File: src/rtl/meteor_pkg.sv
// Shared definitions for the meteor-dodge game: playfield geometry,
// slot indexing, scheduler FSM states and the spawn LFSR step.
package meteor_pkg;

    localparam int DEF_SCREEN_W    = 640;
    localparam int DEF_SCREEN_H    = 480;
    localparam int DEF_METEOR_SIZE = 16;
    localparam int MAX_METEORS     = 8;

    localparam logic [15:0] LFSR_TAPS     = 16'hB400;
    localparam logic [15:0] DEF_LFSR_SEED = 16'hACE1;

    // Wide enough to address up to MAX_METEORS slots.
    typedef logic [2:0] slot_idx_t;

    typedef enum logic [1:0] {
        ST_IDLE  = 2'd0,
        ST_MOVE  = 2'd1,
        ST_SPAWN = 2'd2
    } sched_state_t;

    // One step of the right-shifting Galois LFSR.
    function automatic logic [15:0] lfsr_step(input logic [15:0] s);
        return s[0] ? ((s >> 1) ^ LFSR_TAPS) : (s >> 1);
    endfunction

endpackage

File: src/rtl/meteor_scheduler_if.sv
// Control and slot-state bundle between the game controller (master)
// and the meteor scheduler (slave).
interface meteor_scheduler_if #(
    parameter int NUM_METEORS = 6
);
    logic                        tick;
    logic                        enable;
    logic                        clear;
    logic [2:0]                  speed;
    logic [NUM_METEORS-1:0][9:0] meteor_x;
    logic [NUM_METEORS-1:0][8:0] meteor_y;
    logic [NUM_METEORS-1:0]      meteor_active;
    logic                        passed;
    logic                        spawn_dropped;
    logic                        tick_overrun;
    logic                        busy;

    modport master (
        output tick, enable, clear, speed,
        input  meteor_x, meteor_y, meteor_active,
        input  passed, spawn_dropped, tick_overrun, busy
    );

    modport slave (
        input  tick, enable, clear, speed,
        output meteor_x, meteor_y, meteor_active,
        output passed, spawn_dropped, tick_overrun, busy
    );
endinterface

File: src/rtl/lfsr16.sv
// Free-running 16-bit Galois LFSR used as the spawn x-position source.
module lfsr16
    import meteor_pkg::*;
#(
    parameter logic [15:0] SEED = DEF_LFSR_SEED
) (
    input  logic        clk,
    input  logic        reset_n,
    output logic [15:0] state_o
);

    logic [15:0] state_q;
    logic [15:0] state_d;

    // Advance every cycle; the scheduler samples whatever value is current.
    always_comb begin
        state_d = lfsr_step(state_q);
    end

    // State register, back to the seed on reset only (clear leaves it running).
    always_ff @(posedge clk or negedge reset_n) begin
        if (!reset_n) begin
            state_q <= SEED;
        end else begin
            state_q <= state_d;
        end
    end

    assign state_o = state_q;

endmodule

File: src/rtl/meteor_scheduler.sv
// Meteor slot pool: per game tick, sweeps every slot to move/retire it,
// then tries to allocate one free slot to a new meteor.
module meteor_scheduler
    import meteor_pkg::*;
#(
    parameter int          NUM_METEORS    = 6,
    parameter int          SCREEN_W       = DEF_SCREEN_W,
    parameter int          SCREEN_H       = DEF_SCREEN_H,
    parameter int          METEOR_SIZE    = DEF_METEOR_SIZE,
    parameter int          SPAWN_INTERVAL = 30,
    parameter logic [15:0] LFSR_SEED      = DEF_LFSR_SEED
) (
    input  logic               clk,
    input  logic               reset_n,
    meteor_scheduler_if.slave  bus
);

    localparam int              CNT_W    = (SPAWN_INTERVAL > 1) ? $clog2(SPAWN_INTERVAL) : 1;
    localparam logic [CNT_W-1:0] CNT_MAX = CNT_W'(SPAWN_INTERVAL - 1);
    localparam logic [9:0]      XRANGE   = 10'(SCREEN_W - METEOR_SIZE);
    localparam logic [9:0]      Y_LIMIT  = 10'(SCREEN_H);
    localparam slot_idx_t       LAST_IDX = slot_idx_t'(NUM_METEORS - 1);

    sched_state_t                state_q, state_d;
    slot_idx_t                   idx_q, idx_d;
    slot_idx_t                   ptr_q, ptr_d;
    logic                        pending_q, pending_d;
    logic [CNT_W-1:0]            cnt_q, cnt_d;
    logic [NUM_METEORS-1:0][9:0] x_q, x_d;
    logic [NUM_METEORS-1:0][8:0] y_q, y_d;
    logic [NUM_METEORS-1:0]      active_q, active_d;
    logic                        passed_q, passed_d;
    logic                        dropped_q, dropped_d;
    logic                        overrun_q, overrun_d;

    logic [15:0] lfsr_state;
    logic [5:0]  lfsr_unused;
    logic [9:0]  spawn_v;
    logic [9:0]  spawn_x;
    logic        tick_acc;
    logic [9:0]  y_sum;
    logic        free_found;
    slot_idx_t   free_idx;
    slot_idx_t   cand;

    lfsr16 #(
        .SEED(LFSR_SEED)
    ) u_lfsr (
        .clk    (clk),
        .reset_n(reset_n),
        .state_o(lfsr_state)
    );

    // Only the low ten bits feed the x position.
    assign spawn_v     = lfsr_state[9:0];
    assign lfsr_unused = lfsr_state[15:10];
    // Fold the 0..1023 range into the legal left-edge range by one subtraction.
    assign spawn_x     = (spawn_v < XRANGE) ? spawn_v : (spawn_v - XRANGE);
    assign tick_acc    = bus.tick & bus.enable;
    assign y_sum       = {1'b0, y_q[idx_q]} + {7'b0, bus.speed};

    // First free slot at or after the round-robin pointer, wrapping.
    always_comb begin
        free_found = 1'b0;
        free_idx   = '0;
        cand       = '0;
        for (int i = 0; i < NUM_METEORS; i++) begin
            cand = slot_idx_t'((int'(ptr_q) + i) % NUM_METEORS);
            if (!free_found && !active_q[cand]) begin
                free_found = 1'b1;
                free_idx   = cand;
            end
        end
    end

    // Next-state logic: tick acceptance, slot sweep, spawn, clear override.
    always_comb begin
        state_d   = state_q;
        idx_d     = idx_q;
        ptr_d     = ptr_q;
        pending_d = pending_q;
        cnt_d     = cnt_q;
        x_d       = x_q;
        y_d       = y_q;
        active_d  = active_q;
        passed_d  = 1'b0;
        dropped_d = 1'b0;
        overrun_d = 1'b0;

        case (state_q)
            ST_IDLE: begin
                if (pending_q) begin
                    // A tick landing on the consume cycle becomes the new pending one.
                    state_d   = ST_MOVE;
                    idx_d     = '0;
                    pending_d = tick_acc;
                end else if (tick_acc) begin
                    state_d = ST_MOVE;
                    idx_d   = '0;
                end
            end

            ST_MOVE: begin
                if (tick_acc) begin
                    if (pending_q) overrun_d = 1'b1;
                    else           pending_d = 1'b1;
                end
                if (active_q[idx_q]) begin
                    if (y_sum >= Y_LIMIT) begin
                        active_d[idx_q] = 1'b0;
                        y_d[idx_q]      = '0;
                        passed_d        = 1'b1;
                    end else begin
                        y_d[idx_q] = y_sum[8:0];
                    end
                end
                if (idx_q == LAST_IDX) state_d = ST_SPAWN;
                else                   idx_d   = idx_q + 1'b1;
            end

            ST_SPAWN: begin
                if (tick_acc) begin
                    if (pending_q) overrun_d = 1'b1;
                    else           pending_d = 1'b1;
                end
                if (cnt_q == CNT_MAX) begin
                    if (free_found) begin
                        active_d[free_idx] = 1'b1;
                        y_d[free_idx]      = '0;
                        x_d[free_idx]      = spawn_x;
                        ptr_d              = (free_idx == LAST_IDX) ? '0 : free_idx + 1'b1;
                        cnt_d              = '0;
                    end else begin
                        // Counter stays at max so the next tick retries.
                        dropped_d = 1'b1;
                    end
                end else begin
                    cnt_d = cnt_q + 1'b1;
                end
                state_d = ST_IDLE;
            end

            default: state_d = ST_IDLE;
        endcase

        if (bus.clear) begin
            state_d   = ST_IDLE;
            idx_d     = '0;
            ptr_d     = '0;
            pending_d = 1'b0;
            cnt_d     = '0;
            x_d       = '0;
            y_d       = '0;
            active_d  = '0;
            passed_d  = 1'b0;
            dropped_d = 1'b0;
            overrun_d = 1'b0;
        end
    end

    // State and output registers.
    always_ff @(posedge clk or negedge reset_n) begin
        if (!reset_n) begin
            state_q   <= ST_IDLE;
            idx_q     <= '0;
            ptr_q     <= '0;
            pending_q <= 1'b0;
            cnt_q     <= '0;
            x_q       <= '0;
            y_q       <= '0;
            active_q  <= '0;
            passed_q  <= 1'b0;
            dropped_q <= 1'b0;
            overrun_q <= 1'b0;
        end else begin
            state_q   <= state_d;
            idx_q     <= idx_d;
            ptr_q     <= ptr_d;
            pending_q <= pending_d;
            cnt_q     <= cnt_d;
            x_q       <= x_d;
            y_q       <= y_d;
            active_q  <= active_d;
            passed_q  <= passed_d;
            dropped_q <= dropped_d;
            overrun_q <= overrun_d;
        end
    end

    assign bus.meteor_x      = x_q;
    assign bus.meteor_y      = y_q;
    assign bus.meteor_active = active_q;
    assign bus.passed        = passed_q;
    assign bus.spawn_dropped = dropped_q;
    assign bus.tick_overrun  = overrun_q;
    assign bus.busy          = (state_q != ST_IDLE);

endmodule

File: src/flat_wrapper.sv
// flat-port wrapper written by rule: the top's interface ports become plain ports
module meteor_scheduler_flat import meteor_pkg::*;
#(
    parameter int          NUM_METEORS    = 6,
    parameter int          SCREEN_W       = DEF_SCREEN_W,
    parameter int          SCREEN_H       = DEF_SCREEN_H,
    parameter int          METEOR_SIZE    = DEF_METEOR_SIZE,
    parameter int          SPAWN_INTERVAL = 30,
    parameter logic [15:0] LFSR_SEED      = DEF_LFSR_SEED
)
  (clk, reset_n, bus_tick, bus_enable, bus_clear, bus_speed, bus_meteor_x, bus_meteor_y, bus_meteor_active, bus_passed, bus_spawn_dropped, bus_tick_overrun, bus_busy);
  meteor_scheduler_if #(.NUM_METEORS(NUM_METEORS)) bus_i ();
  input  logic clk;
  input  logic reset_n;
  input wire logic [$bits(bus_i.tick)-1:0] bus_tick;
  input wire logic [$bits(bus_i.enable)-1:0] bus_enable;
  input wire logic [$bits(bus_i.clear)-1:0] bus_clear;
  input wire logic [$bits(bus_i.speed)-1:0] bus_speed;
  output wire logic [$bits(bus_i.meteor_x)-1:0] bus_meteor_x;
  output wire logic [$bits(bus_i.meteor_y)-1:0] bus_meteor_y;
  output wire logic [$bits(bus_i.meteor_active)-1:0] bus_meteor_active;
  output wire logic [$bits(bus_i.passed)-1:0] bus_passed;
  output wire logic [$bits(bus_i.spawn_dropped)-1:0] bus_spawn_dropped;
  output wire logic [$bits(bus_i.tick_overrun)-1:0] bus_tick_overrun;
  output wire logic [$bits(bus_i.busy)-1:0] bus_busy;
  assign bus_i.tick = bus_tick;
  assign bus_i.enable = bus_enable;
  assign bus_i.clear = bus_clear;
  assign bus_i.speed = bus_speed;
  assign bus_meteor_x = bus_i.meteor_x;
  assign bus_meteor_y = bus_i.meteor_y;
  assign bus_meteor_active = bus_i.meteor_active;
  assign bus_passed = bus_i.passed;
  assign bus_spawn_dropped = bus_i.spawn_dropped;
  assign bus_tick_overrun = bus_i.tick_overrun;
  assign bus_busy = bus_i.busy;
  meteor_scheduler #(.NUM_METEORS(NUM_METEORS), .SCREEN_W(SCREEN_W), .SCREEN_H(SCREEN_H), .METEOR_SIZE(METEOR_SIZE), .SPAWN_INTERVAL(SPAWN_INTERVAL), .LFSR_SEED(LFSR_SEED)) u_core (.clk(clk), .reset_n(reset_n), .bus(bus_i));
endmodule
File: config.mk
export PLATFORM = sky130hd
export DESIGN_NAME = meteor_scheduler_flat
export DESIGN_NICKNAME = d
export VERILOG_FILES = /design/src/rtl/meteor_pkg.sv /design/src/rtl/meteor_scheduler_if.sv /design/src/rtl/lfsr16.sv /design/src/rtl/meteor_scheduler.sv /design/src/flat_wrapper.sv
export SDC_FILE = /design/constraint.sdc
export NUM_CORES = 1
export LEC_CHECK = 0
export ABC_AREA = 0
export ABC_CLOCK_PERIOD_IN_PS = 11540
export BUFFER_PORTS_ARGS = -buffer_cell sky130_fd_sc_hd__clkbuf_2
export CORE_ASPECT_RATIO = 0.75
export CORE_MARGIN = 10
export CORE_UTILIZATION = 35
export DETAILED_ROUTE_END_ITERATION = 8
export PLACE_DENSITY = 0.55
export SYNTH_ARGS = -nofsm -noshare
export SYNTH_HDL_FRONTEND = slang
export SYNTH_SLANG_ARGS = --single-unit
File: constraint.sdc
create_clock -name clk -period 11.54 [get_ports clk]
set_input_delay 0.577 -clock clk [delete_from_list [all_inputs] [get_ports clk]]
set_output_delay 0.577 -clock clk [all_outputs]
set_load 0.01 [all_outputs]
==> impl_results.md, run 1 <==
- WS Path Type: reg -> reg
- CTS Root Cell: clkbuf_16
- DRT antenna net count: 0
- Num CTS Buffers: 17
- Final instance area: 10600 µm²
- Top post-synthesis cells by area: dfrtp_1 40%, a22oi_1 5.1%, mux2i_1 4.1%
- Via count: 7887
- Sequential share of power: 45.7%
- Placed cell count: 1331
- Sequential area share after synthesis: 42.4%
- # nets final: 1049
- Overall Global Routing Usage: 17.7%
- Die height: 159 µm
- Crit path largest cell delay: 0.97 ns
- WP data required: 11.87 ns
- #FFs+latches synth: 153
- Synthesized cell area: 9060 µm²
- MaxCap Viol Count: 0
- Maximum vdd ir drop: 0.0687 mV
- Post-CTS Hold Fix Bufs: 0
- Slowest cell on crit path: dfrtp_1
- H-Tree Depth: 4
- Clk slew on worst S/H paths: 0.07 ns
- RD Place Congestion: 0.904
- Vias in the first global route: 7577
- Final wirelength: 29.2 mm
- Largest net degree at the start of global routing: 80
- RSZ-0062 raised after global routing: false
- Die width: 206 µm
- Initial antenna violation count: 0
- Syn. warnings: 0
- CP arrival: 5.98 ns
- CTS tree: built
- Post-route setup TNS: 0 ns
- HPWL after DPL: 20.7 mm
- Final Instance Count excl. Fillers: 1364
- P_leak: 4.66 nW
- Share of cells above drive strength 1: 23.0%
- Area leader, netlist: dfrtp_1
- Crit-path max FO: 26
- Drt drc: 0
- Synth unique cells: 89
- Comb power frac: 10.7%
- CP Cell Sequence: clkinv_1, nor3_1, a22o_1, a221oi_1, o221ai_1, ha_1, a21o_1, a21oi_1, nor4bb_1, o21ai_1, a211oi_2, o32ai_2, or2_2, o31ai_1
- Syn nets: 932
- Initial Util: 35.9%
- Overflow after GRT: 0
- Switching share of power: 29.1%
- Worst setup SP type: register
- FFs w/ async S/R, synth: 100%
- Std-Cell Core Area: 25200 µm²
- DR vias/cell: 5.78
- Count leader, synth: dfrtp_1
- Final Hold Viols: 0
- Hold Crit Class: in -> async
- Area growth syn-to-layout: 17.0%
- Post-synth EDFFs: 0
- Detailed Routing Iterations Pass 1: 5
- First DRT Iteration DRCs: 751
- Die ar.: 32800 µm²
- IO buf count: 131
- Main flop type after synthesis: dfrtp_1
- Syn Area/Cell: 10.1 µm²
- Tmin final: 5.66 ns
- Synth top area share: 40.0%
- Setup-failing EPs final: 0
- N_diodes: 0
- Pins Over Slew Limit: 0
- Commonest cells post-synth: 145 x dfrtp_1, 88 x nand2_1, 62 x a22oi_1
- Clock Latency Late Sink: 0.43 ns
- Global-route wire length before repair: 46.2 mm
- Clk pwr share: 43.6%
- WL/cell: 21.4 µm
- IO Count: 132
- Clock buffer depth: 2
- # rows: 50
- Least-Margin Pin Slew: 1.17 ns
- Period utilization: 49.0%
- Post_cts resized: 0
- PwrDens: 120 nW/µm²
- Placement Cell Area: 10000 µm²
- Clk_skew: 0.0142 ns
- Cells after Synth: 896
- Clock sink total: 153
- Fmax: 177 MHz
- Crit end category: register
- Max-slew headroom: 21.7%
- Sw Pwr: 0.000370 W
- Status: finished, final reports clean
- Setup repair bufs after CTS: 0
- Int Pwr: 0.000899 W
==> worst max-delay path, delay by kind of cell, from the launching register on <==
| family | cells | cell delay, ns |
|---|---|---|
| compound gates | 9 | 2.27 |
| fa+ha+maj | 1 | 0.29 |
| buf+inv | 1 | 0.54 |
| flops | 1 | 0.97 |
| simple gates | 3 | 1.46 |
==> registers in the layout, indices dropped and copies added, names as in the netlist <==
name and flops:
u_core.bus.meteor_active 6, u_core.bus.meteor_x 60, u_core.bus.meteor_y 54, u_core.bus.passed 1, u_core.bus.spawn_dropped 1, u_core.bus.tick_overrun 1
u_core.cnt_q 5, u_core.idx_q 3, u_core.pending_q 1, u_core.ptr_q 3, u_core.state_q 2, u_core.u_lfsr.state_o 16
==> cells in the final DEF, fill, tap and decap left out, types with 5 or more instances in the layout <==
master and instances:
inv_1 48, a22oi_1 62, inv_2 5, a32o_1 14, nor2_1 39, o221ai_1 6, a31oi_1 6, clkbuf_2 130
nor3b_1 8, nor2b_1 7, and3_1 7, nor3_1 29, nand3_1 12, o21ai_0 19, nand2_1 88, xor2_1 10
nor4_4 9, mux2i_1 37, and2_1 7, ha_1 27, a22o_1 22, dfrtp_1 145, nand2b_1 8, clkbuf_16 17
o211ai_1 5, o31ai_1 11, nand4_1 5, xnor2_1 5, dfstp_2 8, a21oi_1 28, nor3_2 5, o21ai_1 37
a211oi_1 7, mux2_2 10, o41ai_1 28, or3_1 8, buf_4 9
==> path summary, 6_finish.rpt <==
| kind | from | cells after the start | to | slack [ns] |
|---|---|---|---|---|
| worst max register to register | u_core.idx_q[0] | 14 | u_core.bus.meteor_active[1] | 5.88 |
| worst min-delay path | reset_n | 1 | u_core.bus.meteor_y[14] | 0.19 |
| max in group asynchronous | reset_n | 2 | u_core.ptr_q[0] | 9.90 |
| worst max-delay path | u_core.idx_q[0] | 14 | u_core.bus.meteor_active[1] | 5.88 |
| worst min register to register | u_core.u_lfsr.state_o[12] | 0 | u_core.u_lfsr.state_o[11] | 0.36 |
| min in group clk | u_core.u_lfsr.state_o[12] | 0 | u_core.u_lfsr.state_o[11] | 0.36 |
==> per-stage QoR <==
step                      setup WS (ns)  hold WS (ns)  total power, W  util (%)
after global routing               5.51         0.231         0.00132      42.0
final                              5.88         0.194         0.00127      42.0
after CTS                          6.03         0.221         0.00128      42.0
after global placement             6.06         0.335        0.000725      39.8
after detailed placement           6.03         0.348        0.000725      39.8
after floorplan                    7.27         0.281        0.000659         -
==> kinds of logic (layout without fill, tap and decap cells) <==
group                    Yosys count  in the layout  synth area share [%]
AO/OA/AOI/OAI                    299            299                  25.6
XOR/XNOR                          17             17                  1.81
adder cells (fa/ha/maj)           28             28                  3.95
buffers and inverters             99            229                  4.60
flip-flops                       153            153                  42.4
multiplexers                      50             50                  6.07
AND/OR/NAND/NOR                  250            250                  15.6
==> power groups by stage <==
stage                     Sequential, W  Combinational, W  Clock (W)
final                          0.000580          0.000136   0.000553
after global routing           0.000582          0.000152   0.000582
after CTS                      0.000579          0.000137   0.000561
after detailed placement       0.000589          0.000136          0
after global placement         0.000589          0.000135          0
after floorplan                0.000583         0.0000766          0
==> layout make-up <==
class	count	area [µm²]
fillers	2461	14600
clock inverters	14	139
flip-flops and latches	153	3840
clock buffers	18	429
inverters	56	213
well taps	338	423
repair buffers	141	737
multi-input cells	644	4820
==> routing by layer <==
metal	vias up	routed length (µm)	GRT usage, %
li1	3652	-	-
met1	3918	14500	26.4
met2	288	12300	24.5
met3	29	1950	4.29
met4	0	392	4.57
met5	-	0	0
Note: power is estimated with default switching activity, not from simulation.
==> inputs of run 2 (changes only) <==
Settings changed: ABC_CLOCK_PERIOD_IN_PS 11540 to 5600.
Clock period 11.54 ns to 5.6 ns, I/O delays scaled along.
==> run 2 against run 1 <==
Via count increased by 0.32%. Setup slack worse by 5.4 ns. Highest routed layer unchanged. Utilization is 0.65 points higher. Largest power group is now the clock network. The run now ends with negative hold slack left. Clock-buffer cell count stayed put. Final area is 1.5% higher. Die area is the same.
==> impl_results.md, run 2 (synthesis gave the netlist of run 1 again) <==
- Status: finished, violations left (was finished, final reports clean)
- Violated checks: negative hold slack
- Final Hold Viols: 18 (was 0)
- Max reg flops: 60 (unchanged)
- GRT met1 Usage: 26.9% (was 26.4%)
- Worst setup SP type: register (unchanged)
- Crit path launch: u_core.ptr_q[2] (was u_core.idx_q[0])
- Placement Cell Area: 10100 µm² (was 10000 µm²)
- Reg2reg setup slack: 0.48 ns (was 5.88 ns)
- GR Util met3: 4.69% (was 4.29%)
- Least-Margin Pin Slew: 0.983 ns (was 1.17 ns)
- Detailed Routing Iterations Pass 1: 5 (unchanged)
- Std-Cell Core Area: 25200 µm² (unchanged)
- Share of cells above drive strength 1: 23.9% (was 23.0%)
- Overflow after GRT: 0 (unchanged)
- Period utilization: 91.4% (was 49.0%)
- N_diodes: 0 (unchanged)
- Drt drc: 0 (unchanged)
- P_leak: 4.76 nW (was 4.66 nW)
- Post-CTS Hold Fix Bufs: 0 (unchanged)
- Setup-failing EPs final: 0 (unchanged)
- DR vias/cell: 5.75 (was 5.78)
- Clk slew on worst S/H paths: 0.07 ns (about the same)
- Post_cts resized: 0 (unchanged)
- Most common cell after layout, fill and taps aside: dfrtp_1 (unchanged)
- Pins Over Slew Limit: 0 (unchanged)
- Hold Slack: -0.0453 ns (was 0.194 ns)
- Placed cell count: 1344 (was 1331)
- Max-slew headroom: 34.5% (was 21.7%)
- Fmax: 195 MHz (was 177 MHz)
- RD Place Congestion: 0.913 (was 0.904)
- Final Instance Count excl. Fillers: 1376 (was 1364)
- Num CTS Buffers: 17 (unchanged)
- Clock buffer depth: 2 (unchanged)
- Overall Global Routing Usage: 17.8% (was 17.7%)
- IO buf count: 131 (unchanged)
- MaxCap Viol Count: 0 (unchanged)
- Final worst setup slack: 0.483 ns (was 5.88 ns)
- Area growth syn-to-layout: 18.8% (was 17.0%)
- Clk_skew: 0.0122 ns (was 0.0142 ns)
- RSZ-0062 raised after global routing: false (unchanged)
- Maximum vdd ir drop: 0.140 mV (was 0.0687 mV)
- Final wirelength: 29.5 mm (was 29.2 mm)
- WL/cell: 21.4 µm (about the same)
- RR Startpoint: u_core.ptr_q[2] (was u_core.idx_q[0])
- IO Count: 132 (unchanged)
- HPWL after DPL: 21.2 mm (was 20.7 mm)
- H-Tree Depth: 4 (unchanged)
- Global-route wire length before repair: 46.6 mm (was 46.2 mm)
- Initial Util: 35.9% (unchanged)
- Setup repair bufs after CTS: 0 (unchanged)
- First DRT Iteration DRCs: 914 (was 751)
- # nets final: 1061 (was 1049)
- Via count: 7912 (was 7887)
- # rows: 50 (unchanged)
- Vias in the first global route: 7647 (was 7577)
- Grt met2 use: 24.6% (was 24.5%)
- Largest net degree at the start of global routing: 101 (was 80)
- WP data required: 5.88 ns (was 11.87 ns)
- Final instance area: 10800 µm² (was 10600 µm²)
- DRT antenna net count: 0 (unchanged)
- Die height: 159 µm (unchanged)
- Clock Latency Late Sink: 0.43 ns (about the same)
- PwrDens: 256 nW/µm² (was 120 nW/µm²)
- CTS Root Cell: clkbuf_16 (unchanged)
- Most frequent cells in the layout: 145 x dfrtp_1, 130 x clkbuf_2, 88 x nand2_1 (unchanged)
- CTS tree: built (unchanged)
- Hold Crit Class: in -> async (unchanged)
- Clock sink total: 153 (unchanged)
- Die width: 206 µm (unchanged)
- Initial antenna violation count: 0 (unchanged)
- Crit-path max FO: 26 (unchanged)
- Crit end category: register (unchanged)
- Gr busiest metal: met1 (unchanged)
- WS Path Type: reg -> reg (unchanged)
- CP arrival: 5.40 ns (was 5.98 ns)
- Tmin final: 5.12 ns (was 5.66 ns)
- Die ar.: 32800 µm² (unchanged)
- Post-route setup TNS: 0 ns (unchanged)
- Pre-CTS WS: 0.567 ns (was 6.03 ns)
==> run 2: cell types whose count changed in the layout (fill, tap and decap cells not counted) <==
cell	delta
buf_4	+13
bufinv_16	+2
clkinv_2	-2
clkinv_8	+2
clkinvlp_4	-2
clkbuf_1	-1
clkbuf_4	-1
clkbuf_8	+1
inv_6	-1
inv_8	+1
nor4b_1	+1
nor4b_2	-1
==> run 2: worst paths after layout <==
kind / cells after the start / to
max: 15 / u_core.bus.meteor_y[36]
min: 1 / u_core.bus.meteor_y[14]
max reg2reg: 15 / u_core.bus.meteor_y[36]
min reg2reg: 0 / u_core.u_lfsr.state_o[11]
max in group asynchronous: 2 / u_core.bus.meteor_x[34]
min in group clk: 3 / u_core.bus.tick_overrun
==> run 2: power breakdown <==
part / total (W) / internal (W) / leakage, nW / switching [W]
logic: 0.000296 / 0.0000945 / 2.35 / 0.000201
registers: 0.00118 / 0.00114 / 2.09 / 0.0000432
clock network: 0.00128 / 0.000737 / 0.317 / 0.000539
==> run 2: final cells by class <==
| cell class | instances | area, µm² |
|---|---|---|
| Inverter | 56 | 213 |
| Tap cell | 338 | 423 |
| Multi-Input combinational cell | 644 | 4810 |
| Sequential cell | 153 | 3840 |
| Timing Repair Buffer | 153 | 827 |
| Clock inverter | 14 | 209 |
| Fill cell | 2458 | 14400 |
| Clock buffer | 18 | 439 |
==> run 2: worst max-delay path, stage by stage (launching register included) <==
cell and delay [ns]:
dfrtp_1 0.72, inv_1 0.18, ha_1 0.33, nand2_1 0.20, nand2_1 0.09, ha_1 0.30, nor2b_1 0.21, a21oi_1 0.12
a2111o_1 0.44, a211oi_1 0.33, o311ai_1 0.12, a311o_1 0.41, nand2_4 0.36, inv_2 0.28, nor4_4 0.68, o41ai_1 0.15
==> run 2: per-stage QoR <==
| step | power, W | hold WS [ns] | utilization (%) |
|---|---|---|---|
| floorplan | 0.00136 | -0.0156 | - |
| global placement | 0.00149 | 0.335 | 40.1 |
| detailed placement | 0.00150 | 0.343 | 40.1 |
| CTS | 0.00277 | 0.0241 | 42.7 |
| global route | 0.00285 | 0.0624 | 42.7 |
| finish | 0.00275 | -0.0453 | 42.7 |
==> run 2: metal layers <==
metal	vias to the layer above	wire, µm
li1	3674	-
met5	-	0
met2	260	12600
met3	15	2160
met1	3963	14500
met4	0	206
==> inputs of run 3 (changes only) <==
Settings changed: RECOVER_POWER set to 100, TNS_END_PERCENT set to 30.
==> run 3 against run 2 <==
The flow finishes with violations (max-capacitance violations, max-slew violations). Clock-buffer cell count unchanged. Clock skew increased by 0.00076 ns. Sequential cell count unchanged. Highest routed layer unchanged. Critical path type unchanged.
==> impl_results.md, run 3 (synthesis gave the netlist of run 1 again) <==
- Status: finished, violations left (unchanged)
- Violated checks: max-capacitance violations, max-slew violations (was negative hold slack)
- HPWL after DPL: 21.2 mm (unchanged)
- Std-Cell Core Area: 25200 µm² (unchanged)
- Hold EP: u_core.bus.tick_overrun
- RD Place Congestion: 0.913 (unchanged)
- DRT antenna net count: 0 (unchanged)
- WP data required: 5.89 ns (was 5.88 ns)
- RR Endpoint: u_core.bus.meteor_y[44] (was u_core.bus.meteor_y[36])
- CTS Root Cell: clkbuf_16 (unchanged)
- CTS tree: built (unchanged)
- RSZ-0062 raised after global routing: false (unchanged)
- Initial antenna violation count: 0 (unchanged)
- Setup repair bufs after CTS: 0 (unchanged)
- Initial Util: 35.9% (unchanged)
- Crit end category: register (unchanged)
- WS Path Type: reg -> reg (unchanged)
- Fin util: 42.0% (was 42.7%)
- Via count: 7934 (was 7912)
- Total chip power: 0.00274 W (was 0.00275 W)
- Post-CTS Hold Fix Bufs: 0 (unchanged)
- Most common cell after layout, fill and taps aside: dfrtp_1 (unchanged)
- Slowest cell on crit path: dfrtp_1 (unchanged)
- Area growth syn-to-layout: 16.8% (was 18.8%)
- Pins Over Slew Limit: 101 (was 0)
- P_leak: 4.31 nW (was 4.76 nW)
- Final Instance Count excl. Fillers: 1376 (unchanged)
- WL/cell: 21.5 µm (was 21.4 µm)
- Reg2reg setup slack: 0.47 ns (was 0.48 ns)
- Max reg flops: 60 (unchanged)
- R2R depth: 15 (unchanged)
- Largest net degree at the start of global routing: 101 (unchanged)
- Die height: 159 µm (unchanged)
- Met2 WL post-DR: 12.7 mm (was 12.6 mm)
- IO Count: 132 (unchanged)
- M1 wire length: 14.5 mm (about the same)
- Share of cells above drive strength 1: 11.2% (was 23.9%)
- Clock buffer depth: 2 (unchanged)
- Vias in the first global route: 7647 (unchanged)
- Clk slew on worst S/H paths: 0.07 ns (about the same)
- IO buf count: 131 (unchanged)
- Num CTS Buffers: 17 (unchanged)
- Clock Latency Late Sink: 0.43 ns (about the same)
- Final wirelength: 29.6 mm (was 29.5 mm)
- Placed cell count: 1344 (unchanged)
- Period utilization: 91.6% (was 91.4%)
- Clk_skew: 0.0129 ns (was 0.0122 ns)
- Top routing layer in use: met4 (unchanged)
- RR Startpoint: u_core.ptr_q[2] (unchanged)
- Setup-failing EPs final: 0 (unchanged)
- H-Tree Depth: 4 (unchanged)
- First DRT Iteration DRCs: 876 (was 914)
- Die ar.: 32800 µm² (unchanged)
- Least-Margin Pin Slew: 4.66 ns (was 0.983 ns)
- Clock sink total: 153 (unchanged)
- Worst hold path startpoint: bus_tick
- Die width: 206 µm (unchanged)
- Detailed Routing Iterations Pass 1: 5 (unchanged)
- # rows: 50 (unchanged)
- N_diodes: 0 (unchanged)
- Post_cts resized: 0 (unchanged)
- # nets final: 1061 (unchanged)
- Hold Crit Class: in -> reg (was in -> async)
- CP arrival: 5.42 ns (was 5.40 ns)
- Drt drc: 0 (unchanged)
- WHS Path Cells: 3
- Max-slew headroom: -211% (was 34.5%)
- Fmax: 195 MHz (about the same)
- Pre-CTS WS: 0.567 ns (unchanged)
- Overall Global Routing Usage: 17.8% (unchanged)
- Fillers: 2506 (was 2458)
- Overflow after GRT: 0 (unchanged)
- Maximum vdd ir drop: 0.140 mV (about the same)
- CP Cell Sequence: inv_1, ha_1, nand2_1, nand2_1, ha_1, nor2b_1, a21oi_1, a2111o_1, a211oi_1, o311ai_0, a311o_1, nand2_4, inv_2, nor4_4, o41ai_1 (was inv_1, ha_1, nand2_1, nand2_1, ha_1, nor2b_1, a21oi_1, a2111o_1, a211oi_1, o311ai_1, a311o_1, nand2_4, inv_2, nor4_4, o41ai_1)
- Tmin final: 5.13 ns (was 5.12 ns)
- Global-route wire length before repair: 46.6 mm (unchanged)
- MaxCap Viol Count: 1 (was 0)
- Most frequent cells in the layout: 145 x dfrtp_1, 126 x clkbuf_1, 88 x nand2_1 (was 145 x dfrtp_1, 130 x clkbuf_2, 88 x nand2_1)
- DR vias/cell: 5.77 (was 5.75)
- Post-route setup TNS: 0 ns (unchanged)
- Worst setup SP type: register (unchanged)
- PwrDens: 259 nW/µm² (was 256 nW/µm²)
- Routed wl met3: 2.15 mm (was 2.16 mm)
- Final worst setup slack: 0.470 ns (was 0.483 ns)
- Crit-path max FO: 26 (unchanged)
- Final Hold Viols: 0 (was 18)
- Crit path largest cell delay: 0.73 ns (was 0.72 ns)
## run 3: worst max-delay path by stage
stage	startpoint	end	slack, ns
6_report	u_core.ptr_q[2]	u_core.bus.meteor_y[44]	0.47
5_1_grt	reset_n	u_core.bus.meteor_x[18]	0.07
4_1_cts	u_core.ptr_q[2]	u_core.bus.meteor_y[36]	0.54
3_5_place_dp	u_core.ptr_q[2]	u_core.bus.meteor_y[40]	0.57
3_3_place_gp	u_core.ptr_q[2]	u_core.bus.meteor_y[44]	0.64
2_1_floorplan	u_core.ptr_q[2]	u_core.ptr_q[2]	1.33
## run 3: area by class of cell
cell class                      instances  area, µm²  area share, %
Timing Repair Buffer                  153        662           6.26
Inverter                               56        210           1.99
Sequential cell                       153       3840           36.3
Multi-Input combinational cell        644       4800           45.4
Clock buffer                           18        439           4.15
Clock inverter                         14        209           1.97
Tap cell                              338        423           4.00
## run 3: worst max-delay path, delay by kind of cell (launching register included)
family                   cells  cell delay, ns
flip-flops                   1            0.73
buffers and inverters        2            0.46
AO/OA/AOI/OAI                6            1.61
AND/OR/NAND/NOR              5            1.54
adder cells (fa/ha/maj)      2            0.63
## run 3: where the power goes
group / total, W / switching (W) / internal (W) / leakage [nW]
clock: 0.00127 / 0.000537 / 0.000737 / 0.317
sequential: 0.00118 / 0.0000431 / 0.00114 / 2.10
combinational: 0.000288 / 0.000202 / 0.0000861 / 1.90
## run 3: metal layers
layer,up-vias,GRT usage [%]
met5,-,0
met4,0,3.21
met3,18,4.69
met2,262,24.6
met1,3973,26.9
li1,3681,-
## run 3: metrics by stage
step                      hold WS, ns  area [µm²]
after global placement          0.335       10100
after detailed placement        0.343       10100
final                           0.106       10600
after CTS                      0.0241       10800
after floorplan               -0.0156        9060
after global routing            0.109       10600
